===== config.mk =====
export PLATFORM = sky130hd
export DESIGN_NAME = ttl_reg_chain_sync
export DESIGN_NICKNAME = d
export VERILOG_FILES = /design/src/rtl/ttl_sync_pkg.sv /design/src/rtl/ttl_strobe_edge_det.sv /design/src/rtl/ttl_reg_chain_sync.sv
export SDC_FILE = /design/constraint.sdc
export NUM_CORES = 1
export LEC_CHECK = 0
export BUFFER_PORTS_ARGS = -buffer_cell sky130_fd_sc_hd__buf_2
export CAP_MARGIN = 40
export CORE_ASPECT_RATIO = 2
export CORE_MARGIN = 2
export CORE_UTILIZATION = 29
export DETAILED_ROUTE_END_ITERATION = 12
export PLACE_DENSITY = 0.52
export SYNTH_ARGS = -nofsm -noshare
export SYNTH_HDL_FRONTEND = slang
export SYNTH_HIERARCHICAL = 1
export SYNTH_SLANG_ARGS = --single-unit

===== constraint.sdc =====
create_clock -name clk -period 4.7 [get_ports clk]
set_input_delay 0.94 -clock clk [delete_from_list [all_inputs] [get_ports clk]]
set_output_delay 0.94 -clock clk [all_outputs]
set_load 0.02 [all_outputs]

===== src/rtl/ttl_sync_pkg.sv =====
`default_nettype none
// ============================================================================
// Module   : ttl_sync_pkg
// Brief    : Shared strobe-edge selection type and edge-detect helper.
// Revision : 1.0
// ============================================================================
package ttl_sync_pkg;

  typedef enum logic [1:0] {
    EDGE_RISE = 2'd0,
    EDGE_FALL = 2'd1,
    EDGE_BOTH = 2'd2
  } edge_mode_t;

  function automatic logic edge_hit(input edge_mode_t mode, input logic cur, input logic prev);
    logic hit;
    hit = 1'b0;
    case (mode)
      EDGE_RISE: hit = cur & ~prev;
      EDGE_FALL: hit = ~cur & prev;
      EDGE_BOTH: hit = cur ^ prev;
      default:   hit = 1'b0;
    endcase
    return hit;
  endfunction

endpackage
`default_nettype wire


===== src/rtl/ttl_strobe_edge_det.sv =====
`default_nettype none
// ============================================================================
// Module   : ttl_strobe_edge_det
// Brief    : Registers cen and flags the selected edge as a one-cycle strobe.
// Revision : 1.0
// ============================================================================
module ttl_strobe_edge_det
  import ttl_sync_pkg::*;
(
  input  logic       clk,
  input  logic       rst_n,
  input  logic       cen,
  input  edge_mode_t mode,
  output logic       strobe
);

  logic r_cen_q;

  // Reset to 1 so a cen already high at reset release is not seen as a rising edge.
  always_ff @(posedge clk or negedge rst_n) begin
    if (!rst_n) begin
      r_cen_q <= 1'b1;
    end else begin
      r_cen_q <= cen;
    end
  end

  assign strobe = edge_hit(mode, cen, r_cen_q);

endmodule
`default_nettype wire


===== src/rtl/ttl_reg_chain_sync.sv =====
`default_nettype none
// ============================================================================
// Module   : ttl_reg_chain_sync
// Brief    : Strobe-captured cascaded register chain with output-control float.
//            Define TTL_REG_CHAIN_TAPS_EN to expose live stage contents on taps.
// Revision : 1.0
// ============================================================================
module ttl_reg_chain_sync
  import ttl_sync_pkg::*;
#(
  parameter int               WIDTH     = 8,
  parameter int               DEPTH     = 2,
  parameter edge_mode_t       EDGE_MODE = EDGE_RISE,
  parameter logic [WIDTH-1:0] FLOAT_VAL = '1
) (
  input  logic                   clk,
  input  logic                   rst_n,
  input  logic                   cen,
  input  logic                   clr,
  input  logic                   OCn,
  input  logic [WIDTH-1:0]       D,
  output logic [WIDTH-1:0]       Q,
  output logic [WIDTH*DEPTH-1:0] taps,
  output logic [DEPTH-1:0]       valid
);

  logic [WIDTH-1:0] r_stage [DEPTH];
  logic [DEPTH-1:0] r_valid;
  logic             w_strobe;

  ttl_strobe_edge_det u_edge_det (
    .clk    (clk),
    .rst_n  (rst_n),
    .cen    (cen),
    .mode   (EDGE_MODE),
    .strobe (w_strobe)
  );

  // Clear takes priority over a coincident strobe.
  always_ff @(posedge clk or negedge rst_n) begin
    if (!rst_n) begin
      for (int i = 0; i < DEPTH; i++) begin
        r_stage[i] <= '0;
      end
      r_valid <= '0;
    end else if (clr) begin
      for (int i = 0; i < DEPTH; i++) begin
        r_stage[i] <= '0;
      end
      r_valid <= '0;
    end else if (w_strobe) begin
      r_stage[0] <= D;
      r_valid[0] <= 1'b1;
      for (int i = 1; i < DEPTH; i++) begin
        r_stage[i] <= r_stage[i-1];
        r_valid[i] <= r_valid[i-1];
      end
    end
  end

  assign Q     = OCn ? FLOAT_VAL : r_stage[DEPTH-1];
  assign valid = r_valid;

`ifdef TTL_REG_CHAIN_TAPS_EN
  for (genvar gi = 0; gi < DEPTH; gi++) begin : g_taps
    assign taps[gi*WIDTH +: WIDTH] = r_stage[gi];
  end
`else
  assign taps = '0;
`endif

endmodule
`default_nettype wire


==> flow_summary_export.csv <==
group,metric,value,unit
outcome,outcome,"finished, final reports clean",
drt,wirelength,1537,µm
synth,syn_area_per_cell,10.86,µm²
timing,final_worst_clock_skew,2.495,ps
timing,tns,0,ps
clock_network,clkTransAtPathRegs,70,ps
placed_design,placed_cells_incl_taps,145,
synth,synth.area.mux_share,18.23,%
clock_network,cts_made_buffers,3,
critical_path,crit_path_cell_trace,"buf_2, or2_2, buf_2",
critical_path,cp.arrival,1530,ps
synth,synth.top_cells.by_area,"dfrtp_1 46%, mux2i_1 18%, buf_4 12%, nor2_1 7.2%, or2_2 5.1%",
clock_network,clock_sinks,19,
drt,vias_per_cell,4.221,
clock_network,latest_clock_arrival_within_the_worst_skew_pair,250,ps
run,max_cap_violations,0,
final_layout,seq_area,476.7,µm²
power_and_ir_drop,power.density_cell_area,314.1,nW/µm²
final_layout,fill_cells,368,
timing,fmax,404.5,MHz
min_path,worstHoldPathType,"reg2reg",
clock_network,cts-htree-levels,1,
critical_path,critPathRequiredTime,3760,ps
power_and_ir_drop,p_leak,0.5983,nW
final_layout,antenna_cells_inserted,0,
synth,compound_gate_fraction_of_synth_area,0.6329,%
synth,combinational_family_with_the_most_area_after_synthesis,"multiplexers",
timing,drv_slew,0,
critical_path,crit_path_frequent_cell,"buf_2",
clock_network,cts.path.max_buffers,2,
drt,via_count_of_the_routed_design,629,
final_layout,layout.cells.most_common_list,"22 x buf_2, 20 x conb_1, 19 x nor2_1",
placed_design,place.detailed.hpwl,1229,µm
die,initial_core_util,29.59,%
global_routing,grt_antenna_before_repair,0,
critical_path,max_stage_delay,290,ps
timing,finalHoldViolCount,0,
timing,final-setup-viol-count,0,
timing,min_period,2472,ps
clock_network,tritoncts,"built",
die,row_count,30,
synth,adder_and_majority_gate_portion_of_the_synthesized_area,2.532,%
die,coreArea,3341,µm²
drt,ant_nets,0,
global_routing,grt_start_max_net_pins,20,
critical_path,timing.critical_path.buf_inv,2,
synth,synth-warning-count,6,
die,dieWidth,45.28,µm
clock_network,clock-root-buffer,"clkbuf_8",
synth,yosysTopAreaCellShare,45.57,%
timing,rsz0062_at_grt,"false",
drt,post-route-drc-count,0,
synth,synth_top_area_cell,"dfrtp_1",
drt,detail_route.wl_per_cell,10.32,µm
final_layout,post_layout_nonfiller_instances,149,
critical_path,critical_path_peak_fanout,8,
placed_design,globalplace.congestion,0.6240,
critical_path,worst_path_max_delay_cell,"or2_2",
placed_design,port_buffers,22,
critical_path,crit_path_capture_type,"primary output",
power_and_ir_drop,vdd_drop_max,188.2,µV
critical_path,setup.worst_path.start,"OCn",
synth,seq_area_frac_synth,48.23,%
clock_network,post_cts.resized_instances,0,
final_layout,layout-area-overhead-vs-synth,12.91,%
die,fp.dieH,86.57,µm
timing,slew_headroom,56.22,%
synth,synthXorXnorAreaFrac,0,%
die,io_pins,39,
global_routing,grt_pass1_wl,2608,µm
die,dieArea,3920,µm²
synth,syn_area,988.4,µm²
drt,drt_first_pass_iters,4,
min_path,worst_hold_startpoint,"r_stage[7]$_DFFE_PN0P_",
final_layout,mostFrequentLayoutCell,"buf_2",
timing,layout_worst_path_cycle_share,52.60,%
global_routing,via_count_of_the_first_global_routing_pass,590,
synth,synth_cells,91,
clock_network,cts_post_setup_buffers_inserted,0,
critical_path,reg2reg_start,"u_edge_det/r_cen_q$_DFF_PN1_",
synth,synth.distinct_cells,14,
final_layout,combined_area_of_the_multi_input_logic_cells,420.4,µm²
final_layout,final_layout_size_suffix_gt1_share,31.62,%
drt,detailedRoute.firstIterationViolations,15,
critical_path,path_delay_family,"buffers and inverters",
critical_path,cp-start-kind,"primary input",
critical_path,path_class,"in2out",
global_routing,grt_util_all_layers,9.136,%
synth,yosys.area_share.simple,12.91,%
synth,register_bit_total_from_synthesis,19,
final_layout,nNetsFinal,133,
clock_network,post_cts_hold_buffer_count,0,
timing,tightestPinTransition,656.7,ps
global_routing,grt.overflow.total,0,
Yosys cell counts:
cell,instances
buf_12,1
buf_2,2
buf_4,16
buf_6,1
conb_1,1
dfrtp_1,18
dfstp_2,1
ha_1,2
inv_1,2
mux2i_1,18
nand2b_1,1
nor2_1,19
o22ai_1,1
or2_2,8
per-stage QoR:
| stage | setup slack (ps) | power (mW) | utilization, % | hold WS [ps] | cell area [µm²] |
|---|---|---|---|---|---|
| floorplan | 2483 | 0.2368 | - | 477.6 | 1060 |
| CTS | 2215 | 0.3551 | 33.41 | 518.0 | 1116 |
| global placement | 2113 | 0.2400 | 31.57 | 495.4 | 1055 |
| global route | 2185 | 0.3687 | 33.41 | 551.9 | 1116 |
| detailed placement | 2215 | 0.2429 | 32.02 | 501.4 | 1070 |
| finish | 2228 | 0.3506 | 33.41 | 510.0 | 1116 |
area by class of cell:
type,count,share of cell area [%]
inverters,2,0.6726
multi-input cells,69,37.67
flip-flops and latches,19,42.71
well taps,32,3.587
clock buffers,3,3.700
repair buffers,23,11.21
clock inverters,1,0.4484
flip-flops by register name (all words and copies together) (netlist names):
signal              count
r_stage                16
valid                   2
u_edge_det/r_cen_q      1
metal layers:
layer  wire length [µm]  GRT usage, %  up-vias
li1                   -             -      306
met1                614         10.64      298
met2                824         14.55       21
met3                 71         1.458        4
met4                 27         6.417        0
met5                  0             0        -
logic make-up (layout without fill, tap and decap cells):
| logic type | Yosys count | after routing |
|---|---|---|
| flops | 19 | 19 |
| mux | 18 | 18 |
| compound gates | 1 | 1 |
| other cells | 1 | 20 |
| simple gates | 28 | 28 |
| fa+ha+maj | 2 | 2 |
| buf+inv | 22 | 29 |
final timing paths:
check,endpoint,depth (start not counted),slack [ps]
worst max-delay path,Q[7],3,2230
worst min-delay path,r_stage[7]$_DFFE_PN0P_,2,510
worst max register to register,r_stage[12]$_DFFE_PN0P_,7,2930
worst min register to register,r_stage[7]$_DFFE_PN0P_,2,510
max in group asynchronous,u_edge_det/r_cen_q$_DFF_PN1_,1,3770
min in group asynchronous,r_stage[4]$_DFFE_PN0P_,1,610
power breakdown:
part / total (mW) / internal (mW) / switching [mW]
clock: 0.112 / 0.0588 / 0.0528
combinational: 0.0642 / 0.0234 / 0.0408
sequential: 0.175 / 0.171 / 0.00385
worst register-to-register path, delay by kind of cell, from the launching register on:
family	cells	cell delay [ps]
AO/OA/AOI/OAI	1	540
adder cells (fa/ha/maj)	1	120
buffers and inverters	2	280
flip-flops	1	370
multiplexers	2	280
AND/OR/NAND/NOR	1	50
Note: power is estimated with default switching activity, not from simulation.
